$ cat config.mk
export PLATFORM = sky130hd
export DESIGN_NAME = bcd_time_counter
export DESIGN_NICKNAME = d
export VERILOG_FILES = /design/src/rtl/bcd_time_counter.sv
export SDC_FILE = /design/constraint.sdc
export NUM_CORES = 1
export LEC_CHECK = 0
export CAP_MARGIN = 15
export CORE_ASPECT_RATIO = 1.1
export CORE_MARGIN = 4
export CORE_UTILIZATION = 51
export CTS_CLUSTER_SIZE = 28
export DETAILED_ROUTE_END_ITERATION = 7
export PLACE_DENSITY = 0.86
export SLEW_MARGIN = 20
export SYNTH_ARGS = -nofsm -noshare
export SYNTH_HDL_FRONTEND = slang
export SYNTH_SLANG_ARGS = --single-unit
$ cat constraint.sdc
create_clock -name iCLK -period 7.1 [get_ports iCLK]
set_clock_uncertainty 0.2 [all_clocks]
set_input_delay 0.71 -clock iCLK [delete_from_list [all_inputs] [get_ports iCLK]]
set_output_delay 0.71 -clock iCLK [all_outputs]
set_load 0.02 [all_outputs]
$ cat src/rtl/bcd_time_counter.sv
// Time-of-day generator: 100 Hz prescaler feeding a packed BCD HH:MM:SS.cc chain with day wrap,
// run/pause and validated preset load. Optional alarm comparator enabled by BCD_TIME_ALARM_EN.
module bcd_time_counter #(
    parameter int CLK_FREQ = 50_000_000,
    parameter int TICK_HZ  = 100
) (
    input  logic        iCLK,
    input  logic        iRST_N,
    input  logic        iRUN,
    input  logic        iLOAD,
    input  logic [31:0] iLOAD_TIME,
    input  logic [23:0] iALARM_TIME,
    input  logic        iALARM_ARM,
    input  logic        iALARM_ACK,
    output logic [31:0] oTIME,
    output logic        oTICK,
    output logic        oROLLOVER,
    output logic        oLOAD_ERR,
    output logic        oALARM
);
    localparam int DIV = CLK_FREQ / TICK_HZ;
    localparam int PW  = $clog2(DIV);
    localparam logic [PW-1:0] PCNT_LAST = PW'(DIV - 1);

    logic [PW-1:0] r_pcnt;
    logic [31:0]   r_time;
    logic          r_tick;
    logic          r_rollover;
    logic          r_load_err;

    logic          w_step;
    logic [5:0]    w_dmax;
    logic [23:0]   w_low_inc;
    logic [7:0]    w_hours_inc;
    logic          w_hr_carry;
    logic          w_hour_wrap;
    logic          w_rollover;
    logic [7:0]    w_digit_ok;
    logic          w_load_ok;
    logic [31:0]   w_time_next;
    logic          w_update;

    assign w_step = iRUN && (r_pcnt == PCNT_LAST);

    // Digits C0..M1: each carry-in is the AND of all lower digits being at their limit,
    // computed directly rather than rippled so there is no chained net.
    generate
        for (genvar gi = 0; gi < 6; gi++) begin : g_digit
            localparam logic [3:0] LIM  = (gi == 3 || gi == 5) ? 4'd5 : 4'd9;
            localparam logic [5:0] MASK = 6'((1 << gi) - 1);
            logic [3:0] w_d;
            logic       w_cin;
            assign w_d                  = r_time[4*gi +: 4];
            assign w_dmax[gi]           = (w_d == LIM);
            assign w_cin                = ((w_dmax & MASK) == MASK);
            assign w_low_inc[4*gi +: 4] = !w_cin ? w_d : (w_dmax[gi] ? 4'd0 : w_d + 4'd1);
        end
    endgenerate

    assign w_hr_carry  = &w_dmax;
    assign w_hour_wrap = (r_time[31:28] == 4'd2) && (r_time[27:24] == 4'd3);
    assign w_rollover  = w_hr_carry && w_hour_wrap;

    always_comb begin
        w_hours_inc = r_time[31:24];
        if (w_hr_carry) begin
            if (w_hour_wrap)
                w_hours_inc = 8'h00;
            else if (r_time[27:24] == 4'd9)
                w_hours_inc = {r_time[31:28] + 4'd1, 4'd0};
            else
                w_hours_inc = {r_time[31:28], r_time[27:24] + 4'd1};
        end
    end

    generate
        for (genvar gi = 0; gi < 8; gi++) begin : g_load_chk
            assign w_digit_ok[gi] = (iLOAD_TIME[4*gi +: 4] <= 4'd9);
        end
    endgenerate

    assign w_load_ok = (&w_digit_ok)
                    && (iLOAD_TIME[15:12] <= 4'd5)
                    && (iLOAD_TIME[23:20] <= 4'd5)
                    && (iLOAD_TIME[31:28] <= 4'd2)
                    && !((iLOAD_TIME[31:28] == 4'd2) && (iLOAD_TIME[27:24] > 4'd3));

    // A load request always swallows a coinciding step, accepted or not.
    always_comb begin
        w_time_next = r_time;
        w_update    = 1'b0;
        if (iLOAD) begin
            if (w_load_ok) begin
                w_time_next = iLOAD_TIME;
                w_update    = 1'b1;
            end
        end else if (w_step) begin
            w_time_next = {w_hours_inc, w_low_inc};
            w_update    = 1'b1;
        end
    end

    always_ff @(posedge iCLK or negedge iRST_N) begin
        if (!iRST_N) begin
            r_pcnt     <= '0;
            r_time     <= 32'h0;
            r_tick     <= 1'b0;
            r_rollover <= 1'b0;
            r_load_err <= 1'b0;
        end else begin
            r_time     <= w_time_next;
            r_tick     <= !iLOAD && w_step;
            r_rollover <= !iLOAD && w_step && w_rollover;
            r_load_err <= iLOAD && !w_load_ok;
            if (iLOAD) begin
                if (w_load_ok)
                    r_pcnt <= '0;
            end else if (iRUN) begin
                r_pcnt <= w_step ? '0 : r_pcnt + PW'(1);
            end
        end
    end

`ifdef BCD_TIME_ALARM_EN
    logic r_alarm;
    logic w_alarm_hit;

    assign w_alarm_hit = iALARM_ARM && w_update && (w_time_next == {iALARM_TIME, 8'h00});

    always_ff @(posedge iCLK or negedge iRST_N) begin
        if (!iRST_N)
            r_alarm <= 1'b0;
        else if (w_alarm_hit)
            r_alarm <= 1'b1;
        else if (iALARM_ACK || !iALARM_ARM)
            r_alarm <= 1'b0;
    end

    assign oALARM = r_alarm;
`else
    logic w_unused_alarm;
    assign w_unused_alarm = ^{iALARM_TIME, iALARM_ARM, iALARM_ACK, w_update};
    assign oALARM = 1'b0;
`endif

    assign oTIME     = r_time;
    assign oTICK     = r_tick;
    assign oROLLOVER = r_rollover;
    assign oLOAD_ERR = r_load_err;

endmodule

==> results of run 1 <==
## power by group through the flow
stage	logic (mW)	clock network (mW)	registers, mW
after CTS	0.0869	0.187	0.338
after global placement	0.0841	0	0.342
after global routing	0.0975	0.199	0.341
after floorplan	0.0380	0	0.344
final	0.0863	0.182	0.338
after detailed placement	0.0866	0	0.344
## flip-flops by register name (all words and copies together), names as in the netlist
name,cells
r_pcnt,19
oLOAD_ERR,1
oTIME,32
oROLLOVER,1
oTICK,1
## cell families after synthesis
group           Yosys count  share of synthesized area (%)
mux                       6                           1.99
flops                    54                           42.1
fa+ha+maj                 5                           1.95
xor+xnor                 13                           3.55
simple gates            161                           27.5
buf+inv                  29                           3.55
other cells               1                          0.117
compound gates          105                           19.3
## final timing paths
check	startpoint	end	slack, ps
max in group asynchronous	iRST_N	oTIME[3]	5920
min	iRST_N	oTIME[24]	310
max	iLOAD_TIME[29]	oTIME[24]	3770
min in group iCLK	r_pcnt[1]	r_pcnt[1]	310
max reg2reg	r_pcnt[0]	oTIME[24]	4050
min reg2reg	r_pcnt[1]	r_pcnt[1]	310
## cells in the final DEF, fill, tap and decap left out, types with 5 or more instances in the layout
cell and instances:
a211oi_1 5, a21oi_1 36, and3_1 7, and4_1 5
clkbuf_8 6, clkdlybuf4s50_1 68, dfrtp_1 54, ha_1 5
inv_1 12, nand2_1 30, nand3_1 27, nand4_1 6
nor2_1 31, nor2b_1 9, nor3_1 6, nor4_1 7
o21ai_0 39, or3_1 9, xnor2_1 6, xor2_1 7
## per-stage QoR
| stage | instance area [um^2] | utilization, % | hold WS [ps] |
|---|---|---|---|
| floorplan | 3210 | - | 214 |
| global route | 4050 | 65.7 | 352 |
| global placement | 3960 | 64.2 | 279 |
| CTS | 4050 | 65.7 | 314 |
| finish | 4050 | 65.7 | 306 |
| detailed placement | 3960 | 64.2 | 295 |
## layer usage
metal / wire length [um] / track usage, %
met1: 3430 / 28.3
met2: 4280 / 38.0
met3: 551 / 3.99
met4: 187 / 9.79
met5: 0 / 0
## worst max-delay path: stages
cell and delay (ps):
clkdlybuf4s50_1 530, inv_1 50, o41a_1 450, and4_1 350, a21oi_1 820, mux2_2 420
## final cells by class
type	instances	area, um^2	share of cell area [%]
Multi-Input combinational cell	291	1750	43.1
Sequential cell	54	1350	33.4
Timing Repair Buffer	72	706	17.4
Tap cell	80	100	2.47
Clock buffer	7	86.3	2.13
Inverter	14	52.6	1.30
Clock inverter	1	5.00	0.124
==> run summary, run 1 <==
WL final = 8450 um
#FFs+latches synth = 54
RD Place Congestion = 0.792
# diodes = 0
Logic pwr share = 14.2%
Count of cell types in the netlist = 52
Leading area contributor after synthesis = dfrtp_1
Total congestion overflow = 0
TritonRoute pass-1 iters = 5
Worst vdd ir = 0.104 mV
Place WS = 3420 ps
CTS max path bufs = 2
Cell Pwr Density = 150 nW/um^2
CP Data Arrival Time = 3340 ps
Largest net degree at the start of global routing = 59
Int Power = 442 uW
Starting Density = 52.2%
Clock buffer count from CTS = 5
PnR worst setup slack = 3770 ps
Reg power frac = 55.7%
Post-Syn Nets = 441
Wire per inst = 16.3 um
CTS clk-pin slew, worst paths = 100 ps
Initial antenna violation count = 0
Mapped Cells = 374
Avg Inst Size Synth = 8.58 um^2
Clock Latency Late Sink = 320 ps
Post CTS Setup Buffer Count = 0
Final cell count without fillers = 519
Yosys top cell area share = 42.1%
WS Path Type = in -> reg
Most common cell in the netlist = dfrtp_1
I/O Buffers = 70
Fill cell count = 501
Seq/Total Area, Yosys = 42.1%
Placeable core area = 6160 um^2
Status = finished, final reports clean
Synth top cells by count = 54 x dfrtp_1, 39 x o21ai_0, 36 x a21oi_1
CTS tree = built
Hold_buf cts = 0
Global-route wire length before repair = 14,200 um
Die area = 7630 um^2
Slew headroom = 34.3%
Clock power frac = 30.1%
Max Cap Violations = 0
Synth area leaders = dfrtp_1 42%, o21ai_0 6.1%, a21oi_1 5.6%
Crit share post-route = 46.8%
Clock root cell = clkbuf_8
Vias = 3,154
CP Capture Type = flip-flop
Post-Synthesis Cell Area = 3210 um^2
Net Sw Power = 164 uW
Total Power = 606 uW
Fin Setup TNS = 0 ps
HP Class = in -> async
Area Growth Syn to Fin = 26.0%
Fin crit period = 3330 ps
Die W = 83.7 um
Ys flop type = dfrtp_1
NumNets Final = 505
Post-route antenna net violation count = 0
# DRC = 0
Sw Share = 27.1%
1st-iter DRT viols = 237
Row count = 30
Die Height = 91.2 um
IO Pins = 98
Final Hold Fails = 0
Worst Reg-to-Reg Cells = 7
CP required = 7120 ps
Yosys warns = 0
GRT Resource Usage Total = 22.5%
Final setup vio count = 0
H-Tree Depth = 2
Hpwl dp = 6050 um
Pins Over Slew Limit = 0
Number of enable flip-flop cells after synthesis = 0
Worst-path maximum fanout = 15
Post-CTS sizing = 0
# clock sinks = 54
Vias in the first global route = 3,015
Cell count after placement = 511
Post-synth ARST share = 100%
RSZ-0062 raised after global routing = no
Fmax = 301 MHz
Measured slew at the worst slew-check pin = 985 ps
Startpoint types = input port
P_leak = 1.67 nW
Share of layout cells above drive strength 1 = 4.33%
DR vias/cell = 6.08
(Power assumes the default switching activity.)
==> run 2: changes to the inputs <==
CORE_UTILIZATION = 43   (was 51)
PLACE_DENSITY = 0.77   (was 0.86)
clock period = 3.05 ns   (was 7.1 ns; I/O delays follow)
==> run 2 against run 1 <==
Cell count grew 3.9%. Non-clock buffer count is 15 higher. Core utilization is 7.1 points lower. Sequential share of layout area fell by 1.1 points. Worst hold slack got worse by 44 ps. Total power grew 140%. Count of clock-buffer cells in the layout unchanged. Sequential power increased by 130%. Sequential cell count is the same. Die area is 17% higher. Worst setup slack got worse by 3500 ps. Register-to-register slack lost 3800 ps.
==> run summary, run 2 (synthesis results as in run 1) <==
Clock root cell = clkbuf_8
CTS tree = built
RD Place Congestion = 0.913
Cell Pwr Density = 341 nW/um^2
IO Pins = 98
Top layer reached by signal wires = met4
CTS max path bufs = 2
Total congestion overflow = 0
Placeable core area = 7130 um^2
CP Data Arrival Time = 2830 ps
Post CTS Setup Buffer Count = 0
NumNets Final = 520
Most Frequent Cell on Critical Path = or4_4
Die Height = 98.6 um
Hpwl dp = 6440 um
Fin crit period = 2780 ps
Largest net degree at the start of global routing = 37
HP Class = in -> reg
Clock Latency Late Sink = 320 ps
Most common cell after layout, fill and taps aside = clkdlybuf4s50_1
Vias = 3,212
CTS clk-pin slew, worst paths = 100 ps
Final setup vio count = 0
H-Tree Depth = 2
Post-CTS sizing = 0
CP max stage cell = or4_4
WS Path Type = reg -> reg
Reg-to-reg slack, setup = 270 ps
1st-iter DRT viols = 221
Met1 Wirelength = 3870 um
Starting Density = 45.0%
P_leak = 1.75 nW
Fmax = 359 MHz
Die area = 8910 um^2
Startpoint types = flip-flop
Initial antenna violation count = 0
Worst vdd ir = 0.260 mV
Max Cap Violations = 0
Max reg flops = 32
Hold_buf cts = 1
Measured slew at the worst slew-check pin = 802 ps
GRT Resource Usage Total = 19.7%
CP required = 3100 ps
Crit-path cells = ha_1, and4_4, nand4_2, or3_1, or4_4, or4_4, o211ai_2
# clock sinks = 54
Crit path largest cell delay = 560 ps
Met2 WL = 4250 um
# diodes = 0
Row count = 32
Crit share post-route = 91.3%
TritonRoute pass-1 iters = 4
WL final = 8750 um
Status = finished, final reports clean
Clock buffer count from CTS = 5
Wire per inst = 16.2 um
# DRC = 0
DR vias/cell = 5.96
RSZ-0062 raised after global routing = no
Fin Setup TNS = 0 ps
Fill cell count = 639
Met3 wire length = 502 um
I/O Buffers = 70
Worst-path maximum fanout = 4
Share of layout cells above drive strength 1 = 7.27%
Most frequent cells in the layout = 68 x clkdlybuf4s50_1, 54 x dfrtp_1, 39 x o21ai_0
Final Hold Fails = 0
Pins Over Slew Limit = 0
Slew headroom = 46.5%
Area Growth Syn to Fin = 30.2%
Die W = 90.4 um
Vias in the first global route = 3,053
Total Power = 1.43 mW
Post-route antenna net violation count = 0
Global-route wire length before repair = 14,600 um
CP Capture Type = flip-flop
==> run 2: final timing paths <==
kind,depth (start not counted),startpoint,endpoint
max,7,r_pcnt[0],oTIME[23]
min,4,iLOAD,oROLLOVER
max reg2reg,7,r_pcnt[0],oTIME[23]
min reg2reg,2,r_pcnt[1],r_pcnt[1]
max in group asynchronous,3,iRST_N,oTIME[0]
min in group asynchronous,2,iRST_N,oTIME[22]
==> run 2: power by group <==
group,total (mW),switching (mW),internal (mW)
clock,0.428,0.244,0.184
combinational,0.213,0.107,0.106
sequential,0.786,0.0391,0.746
==> run 2: worst max-delay path: cells and delay by family (launching register included) <==
kind | cells | cell delay, ps
AND/OR/NAND/NOR | 5 | 1830
flip-flops | 1 | 410
adder cells (fa/ha/maj) | 1 | 210
AO/OA/AOI/OAI | 1 | 70
==> run 2: cell type report <==
class	count	area, um^2	area share (%)
Tap cell	85	106	2.54
Clock buffer	7	86.3	2.07
Timing Repair Buffer	87	833	19.9
Multi-Input combinational cell	291	1750	41.8
Sequential cell	54	1350	32.3
Clock inverter	1	5.00	0.120
Inverter	14	52.6	1.26
==> run 2: stage by stage <==
stage          setup WS (ps)  hold WS, ps  std cells  cell area, um^2  util, %
2_1_floorplan            353         -191        374             3210        -
3_3_place_gp             107          116        530             4080     57.2
3_5_place_dp            68.9          119        530             4080     57.2
4_1_cts                  276          270        539             4180     58.7
5_1_grt                 61.9          283        539             4180     58.7
6_report                 266          262        539             4180     58.7
==> run 2: metal layers <==
metal / vias up / track usage (%)
li1: 1541 / -
met1: 1559 / 25.4
met2: 102 / 33.1
met3: 10 / 4.12
met4: 0 / 6.48
met5: - / 0
